### config.mk
export PLATFORM = sky130hd
export DESIGN_NAME = trisc_fetch_decode
export DESIGN_NICKNAME = d
export VERILOG_FILES = /design/src/rtl/trisc_pkg.sv /design/src/rtl/trisc_op_decode.sv /design/src/rtl/trisc_fetch_decode.sv
export SDC_FILE = /design/constraint.sdc
export NUM_CORES = 1
export LEC_CHECK = 0
export CORE_MARGIN = 2
export CORE_UTILIZATION = 43
export DETAILED_ROUTE_END_ITERATION = 8
export PLACE_DENSITY = 0.78
export SYNTH_ARGS = -nofsm -noshare
export SYNTH_HDL_FRONTEND = slang
export SYNTH_HIERARCHICAL = 1
export SYNTH_SLANG_ARGS = --single-unit
### constraint.sdc
create_clock -name CLK -period 2.08 [get_ports CLK]
set_clock_uncertainty 0.2 [all_clocks]
set_input_delay 0.416 -clock CLK [delete_from_list [all_inputs] [get_ports CLK]]
set_output_delay 0.416 -clock CLK [all_outputs]
set_load 0.02 [all_outputs]
### src/rtl/trisc_pkg.sv
`default_nettype none
// ============================================================================
// trisc_pkg : shared widths, fetch FSM states and opcode names for TRISC
// Revision  : 1.0 - initial release
// ============================================================================
package trisc_pkg;

  localparam int OPC_W  = 5;
  localparam int OP_W   = 11;
  localparam int INSN_W = 16;

  typedef enum logic [1:0] {
    F_IDLE = 2'd0,
    F_REQ  = 2'd1,
    F_DONE = 2'd2
  } fetch_state_e;

  localparam logic [OPC_W-1:0] OPC_NOP = 5'd0;
  localparam logic [OPC_W-1:0] OPC_LDI = 5'd1;
  localparam logic [OPC_W-1:0] OPC_LD  = 5'd2;
  localparam logic [OPC_W-1:0] OPC_ST  = 5'd3;
  localparam logic [OPC_W-1:0] OPC_ADD = 5'd4;
  localparam logic [OPC_W-1:0] OPC_SUB = 5'd5;
  localparam logic [OPC_W-1:0] OPC_AND = 5'd6;
  localparam logic [OPC_W-1:0] OPC_OR  = 5'd7;
  localparam logic [OPC_W-1:0] OPC_XOR = 5'd8;
  localparam logic [OPC_W-1:0] OPC_JMP = 5'd9;
  localparam logic [OPC_W-1:0] OPC_BZ  = 5'd10;

endpackage
`default_nettype wire

### src/rtl/trisc_op_decode.sv
`default_nettype none
// ============================================================================
// trisc_op_decode : combinational one-hot opcode and field decode of IR
// Revision        : 1.0 - initial release
// ============================================================================
module trisc_op_decode
  import trisc_pkg::*;
(
  input  logic [INSN_W-1:0] ir,
  output logic [OP_W-1:0]   op,
  output logic [2:0]        ra,
  output logic [2:0]        rb,
  output logic [7:0]        imm,
  output logic              illegal
);

  logic [OPC_W-1:0] opcode;

  assign opcode = ir[15:11];
  assign ra     = ir[10:8];
  assign rb     = ir[7:5];
  assign imm    = ir[7:0];

  // Opcodes beyond the last named one have no op line and are flagged.
  always_comb begin
    op      = '0;
    illegal = 1'b1;
    if (opcode <= OPC_BZ) begin
      op      = OP_W'(1) << opcode;
      illegal = 1'b0;
    end
  end

endmodule
`default_nettype wire

### src/rtl/trisc_fetch_decode.sv
`default_nettype none
// ============================================================================
// trisc_fetch_decode : PC, instruction fetch FSM with ack timeout, and decode
// Revision           : 1.0 - initial release
// ============================================================================
module trisc_fetch_decode
  import trisc_pkg::*;
#(
  parameter int ADDR_W      = 8,
  parameter int ACK_TIMEOUT = 15
) (
  input  logic              CLK,
  input  logic              CLR,
  input  logic              ir_ld,
  input  logic              pc_inc,
  input  logic              pc_ld,
  input  logic [ADDR_W-1:0] pc_target,
  input  logic [15:0]       mem_rdata,
  input  logic              mem_ack,
  output logic              mem_req,
  output logic [ADDR_W-1:0] mem_addr,
  output logic [OP_W-1:0]   op,
  output logic [2:0]        ra,
  output logic [2:0]        rb,
  output logic [7:0]        imm,
  output logic              busy,
  output logic              fetch_done,
  output logic              illegal,
  output logic              fetch_err
);

  localparam int                CNT_W   = $clog2(ACK_TIMEOUT + 1);
  localparam logic [CNT_W-1:0] TO_LAST = CNT_W'(ACK_TIMEOUT - 1);

  fetch_state_e      state_q, state_d;
  logic [ADDR_W-1:0] pc_q, pc_d;
  logic [INSN_W-1:0] ir_q, ir_d;
  logic [CNT_W-1:0]  cnt_q, cnt_d;
  logic              fetch_err_q, fetch_err_d;

  always_ff @(posedge CLK or negedge CLR) begin
    if (!CLR) begin
      state_q     <= F_IDLE;
      pc_q        <= '0;
      ir_q        <= '0;
      cnt_q       <= '0;
      fetch_err_q <= 1'b0;
    end else begin
      state_q     <= state_d;
      pc_q        <= pc_d;
      ir_q        <= ir_d;
      cnt_q       <= cnt_d;
      fetch_err_q <= fetch_err_d;
    end
  end

  always_comb begin
    state_d     = state_q;
    pc_d        = pc_q;
    ir_d        = ir_q;
    cnt_d       = cnt_q;
    fetch_err_d = fetch_err_q;

    case (state_q)
      F_IDLE: begin
        if (ir_ld) begin
          state_d = F_REQ;
          cnt_d   = '0;
        end
      end
      F_REQ: begin
        // An ack on the final waiting cycle still wins over the timeout.
        if (mem_ack) begin
          ir_d    = mem_rdata;
          state_d = F_DONE;
        end else if (cnt_q == TO_LAST) begin
          fetch_err_d = 1'b1;
          state_d     = F_IDLE;
        end else begin
          cnt_d = cnt_q + CNT_W'(1);
        end
      end
      F_DONE:  state_d = F_IDLE;
      default: state_d = F_IDLE;
    endcase

    // PC is frozen while a request is outstanding so mem_addr cannot move.
    if (state_q != F_REQ) begin
      if (pc_ld) begin
        pc_d = pc_target;
      end else if (pc_inc) begin
        pc_d = pc_q + ADDR_W'(1);
      end
    end
  end

  assign mem_req    = (state_q == F_REQ);
  assign busy       = (state_q != F_IDLE);
  assign fetch_done = (state_q == F_DONE);
  assign mem_addr   = pc_q;
  assign fetch_err  = fetch_err_q;

  trisc_op_decode u_op_decode (
    .ir      (ir_q),
    .op      (op),
    .ra      (ra),
    .rb      (rb),
    .imm     (imm),
    .illegal (illegal)
  );

endmodule
`default_nettype wire
==> results.ini, run 1 <==
[status]
outcome=complete, but fails checks
violations=setup timing

[sta]
tightest_slew_ns=0.390
finalHoldViolCount=0
slew_headroom_pct=74.0
finalMaxSlewViolations=0
fin_crit_sh_pct=100
fin_crit_ns=2.09
fin_ws_ns=-0.00679
setup_viol_count_final=1
fmax_mhz=479
hold_slack_ns=0.271

[clock_tree]
cts_buffers=5
htreeDepth=2
clkLatencyLatePin_ns=0.28
clkTransAtPathRegs_ns=0.06
clock-root-buffer=clkbuf_8
clk_path_buf_depth=2
hold_buffers=0
cts_tree=built
cts_sinks=31

[critical_path]
crit_fanout=5
worstSetupStartpointType=flop
cp_data_arrival_time_ns=1.47
cp.required_ns=1.46
worst-setup-path-type=reg2out
cp-end-kind=output pin
rr_worst_depth=6

[synth]
synth-compound-area-share_pct=10.3
synth_cell_types=45
synth_mux_area_share_pct=14.3
synth_edf_count=0
synth-xor-area-share_pct=0
syn_nets=196
synth.avg_cell_area_um2=10.6
synth-simple-area-share_pct=19.0
ys_warn_count=6
synth_fa_ha_area_share_pct=2.18
async_reset_ff_share_pct=100
synth_top_cell_by_area=dfrtp_1
synth_area_leaders=dfrtp_1 (45%), mux2_4 (7.8%), buf_4 (6.1%)
syn_inst=163
synth_top_family_by_area=simple AND/OR/NAND/NOR gates
synth-seq-cells=31
synth_flop_cell=dfrtp_1
yosysSeqAreaShare_pct=45.1
synth_top_area_share_pct=45.1
synth_area_um2=1720

[drt]
via_per_inst=5.16
vias=1476
drt_iter0_drc=88
wl_um=3820
drc=0
dr.pass1.iters=4
routedWlPerCell_um=13.4
ant_nets=0

[cells_and_area]
diodes=0
nets=270
mostFrequentLayoutCells=clkdlybuf4s50_1 (51), dfrtp_1 (31), buf_4 (19), nor2_1 (18)
layout_commonest_cell=clkdlybuf4s50_1
fillers=311
drive_gt1_share_pct=26.1
syn_to_final_growth_pct=48.4

[placed_design]
dpl.hpwl_um=2910
gp_congestion=0.873
place_ws_ns=-0.0692
port_buffers=67

[floorplanning]
initial_utilization_pct=46.0
rows=22
core_um2=3740
dieArea_um2=4530
fp.dieH_um=67.3
die_w_um=67.3
io_pins=68

[global_routing]
use_met2_pct=29.2
use_met1_pct=23.3
antenna_found_initial=0
grt_pass1_wl_um=6170
grtUsageTotal_pct=18.5
gr-total-overflow=0
grt_pass1_vias=1425
top_usage_layer=met2
grt_max_degree=32
grtUsageMet3_pct=5.00

[power]
p_leak_uw=0.00120
max-vdd-ir-drop_mv=0.697
power_density_nw_per_um2=1410

[job]
maxCapViolations=0

[worst_hold_path]
holdPathStages=1
worstHoldPathType=reg2reg

==> power breakdown <==
| group | total, uW | leakage, uW | switching (uW) | internal (uW) |
|---|---|---|---|---|
| clock | 700 | 0.0000654 | 222 | 478 |
| sequential | 1070 | 0.000376 | 215 | 854 |
| combinational | 1820 | 0.000759 | 861 | 963 |
==> per-stage QoR <==
step	cell area (um^2)	util [%]	std cells	power [uW]	TNS, ns
after global routing	2550	68.2	286	3810	-0.0865
final	2550	68.2	286	3590	-0.00679
after global placement	2450	65.5	277	2900	-0.120
after CTS	2580	68.8	285	3620	0
after detailed placement	2450	65.5	277	2940	-0.187
after floorplan	1720	-	163	2210	0
==> state kept, by name (all words and copies together) (netlist names) <==
register,count
ir_q,16
cnt_q,4
fetch_err,1
mem_addr,8
state_q,2
==> critical path: stages, from the launching register on <==
cell	delay (ns)
dfrtp_1	0.40
buf_4	0.16
nor4_1	0.30
clkdlybuf4s15_2	0.32
==> routing by layer <==
metal | share of wire, % | wire (um)
met5 | 0 | 0
met1 | 44 | 1670
met3 | 8.0 | 307
met2 | 46 | 1770
met4 | 1.8 | 69
==> cell families after synthesis <==
logic type | Yosys count
buffers and inverters | 25
adder cells (fa/ha/maj) | 3
flip-flops | 31
AO/OA/AOI/OAI | 28
AND/OR/NAND/NOR | 57
multiplexers | 19
==> worst paths after layout <==
kind	startpoint	end	slack, ns
min	fetch_err	fetch_err	0.27
max	ir_q[12]	op[1]	-0.007
min in group asynchronous	CLR	ir_q[8]	0.33
max in group asynchronous	CLR	ir_q[13]	1.06
min reg2reg	fetch_err	fetch_err	0.27
max reg2reg	cnt_q[0]	cnt_q[3]	0.30
==> synthesized netlist by cell type (3+ instances only) <==
cell,count
dfrtp_1,31
nor2_1,18
buf_4,14
mux2_4,9
o21ai_0,9
a21oi_1,7
mux2_2,7
inv_1,5
nand2_1,4
nand3_1,4
and3_1,3
ha_1,3
nand2b_1,3
nand4_1,3
nor3_1,3
==> repair_timing <==
action	in CTS	in global routing
setup buffers	0	1
endpoints found under the setup margin	15	10
resized for setup	38	12
endpoints found under the hold margin	0	0
==> area by class of cell <==
cell class	instances	area (um^2)	share of cell area, %
sequential	31	776	30.4
timing repair buffer	86	768	30.1
clock buffer	6	72.6	2.84
multi-input combinational	107	795	31.1
inverter	6	23.8	0.930
clock inverter	2	60.1	2.35
tap	48	60.1	2.35
No activity file was read; power rests on OpenSTA's default activity.
==> run 2, diff against run 1 <==
Settings changed: CORE_MARGIN 2 to 8.
==> run 2 against run 1 <==
  * The flow now finishes without violations
  * Die area is 39% higher
  * Global-route usage is 5.4 points lower
  * Non-clock buffer count is 2 lower
  * Sequential share of layout area is 0.81 points higher
  * Sequential power hardly changed
  * Flip-flop and latch count stayed put
  * Cell count stayed put
  * First-iteration DRC count is 56% lower
  * Core utilization is 4.6 points lower
  * Combinational power hardly changed
  * Critical path type unchanged
  * Critical endpoint is now op[4]
==> results.ini, run 2 (synthesis gave the netlist of run 1 again) <==
[clock_tree]
hold_buffers=0
clkLatencyLatePin_ns=0.27
clkTransAtPathRegs_ns=0.06
cts_tree=built
cts_sinks=31
htreeDepth=2
cts_buffers=5
clk_path_buf_depth=2
clock-root-buffer=clkbuf_8

[floorplanning]
initial_utilization_pct=44.0
fp.dieH_um=79.3
core_um2=3910
rows=23
die_w_um=79.3
io_pins=68
dieArea_um2=6280

[placed_design]
dpl.cell_count=277
port_buffers=67
dpl.hpwl_um=3160
gp_congestion=0.845

[global_routing]
gr-total-overflow=0
antenna_found_initial=0
grt_max_degree=32
grtUsageTotal_pct=13.2
grt_pass1_wl_um=6690
grt_pass1_vias=1458

[sta]
hold_slack_ns=0.296
slew_headroom_pct=74.4
setup_viol_count_final=0
tightest_slew_ns=0.384
fin_crit_ns=2.01
fmax_mhz=497
fin_crit_sh_pct=96.7
finalHoldViolCount=0
finalMaxSlewViolations=0

[critical_path]
cp-end-kind=output pin
crit_fanout=3
worst-setup-path-type=reg2out
cp.required_ns=1.46
worstSetupStartpointType=flop
cp_data_arrival_time_ns=1.40

[power]
max-vdd-ir-drop_mv=0.857
power_density_nw_per_um2=1330
p_leak_uw=0.00117

[cells_and_area]
diodes=0
drive_gt1_share_pct=25.0
regMostFlops=ir_q
largest_register_ffs=16
final_cells=286
fillers=349
syn_to_final_growth_pct=44.8
mostFrequentLayoutCells=clkdlybuf4s50_1 (51), dfrtp_1 (30), nor2_1 (18), buf_4 (18)
nets=268
layout_commonest_cell=clkdlybuf4s50_1

[drt]
drt_iter0_drc=39
wl_um=4100
via_per_inst=4.97
drc=0
vias=1422
routedWlPerCell_um=14.3
ant_nets=0
dr.pass1.iters=4

[job]
maxCapViolations=0

[status]
outcome=finished clean

[worst_hold_path]
worstHoldPathType=reg2reg

[run 2: cell count changes in the layout (fill, tap and decap cells not counted)]
cell and delta:
buf_4 -1, bufinv_16 -2, clkdlybuf4s15_2 -1, buf_2 -1, dfrtp_1 -1, dlygate4sd2_1 +1, clkbuf_1 +1, dfrtp_2 +1
clkinv_2 +1
[run 2: final timing paths]
| kind | cells after the start | to | from | slack [ns] |
|---|---|---|---|---|
| setup / recovery | 3 | op[4] | ir_q[11] | 0.07 |
| hold / removal | 1 | fetch_err | fetch_err | 0.30 |
| setup reg to reg | 6 | cnt_q[3] | cnt_q[0] | 0.28 |
| hold reg to reg | 1 | fetch_err | fetch_err | 0.30 |
| max in group asynchronous | 2 | ir_q[12] | CLR | 1.04 |
| min in group asynchronous | 2 | fetch_err | CLR | 0.34 |
[run 2: stage by stage]
step           setup slack [ns]  utilization [%]  power, uW  instance area, um^2  setup TNS [ns]
6_report                 0.0678             63.7       3310                 2490               0
5_1_grt                 -0.0125             63.7       3540                 2490         -0.0125
4_1_cts                 0.00351             64.0       3340                 2500               0
3_5_place_dp             -0.116             62.4       2930                 2440          -0.401
3_3_place_gp            -0.0427             62.4       2890                 2440          -0.147
2_1_floorplan            0.0858                -       2210                 1720               0
[run 2: layout make-up]
type / count / area, um^2 / area share, %
Multi-Input combinational cell: 107 / 795 / 31.9
Sequential cell: 31 / 777 / 31.2
Timing Repair Buffer: 84 / 753 / 30.2
Clock buffer: 7 / 76.3 / 3.06
Tap cell: 50 / 62.6 / 2.51
Inverter: 6 / 23.8 / 0.954
Clock inverter: 1 / 5.00 / 0.201
[run 2: routing by layer]
metal / vias to the layer above / part of all wire (%) / GRT usage (%)
li1: 709 / - / -
met3: 5 / 6.1 / 3.95
met1: 669 / 46 / 15.6
met4: 0 / 1.1 / 4.44
met2: 39 / 47 / 22.1
met5: - / 0 / 0
[run 2: critical path, cell delays in order (launching register included)]
cell     delay (ns)
dfrtp_1        0.39
or3b_1         0.43
nor3_2         0.13
buf_4          0.17
[run 2: timing repair]
item / CTS / global route
hold endpoints to repair: 0 / 0
resized for setup: 40 / 10
setup buffers: 0 / 1
endpoints found under the setup margin: 15 / 9
[run 2: power breakdown]
group | total (uW) | switching, uW | internal (uW)
Sequential | 1080 | 223 | 856
Combinational | 1800 | 856 | 944
Clock | 436 | 202 | 234
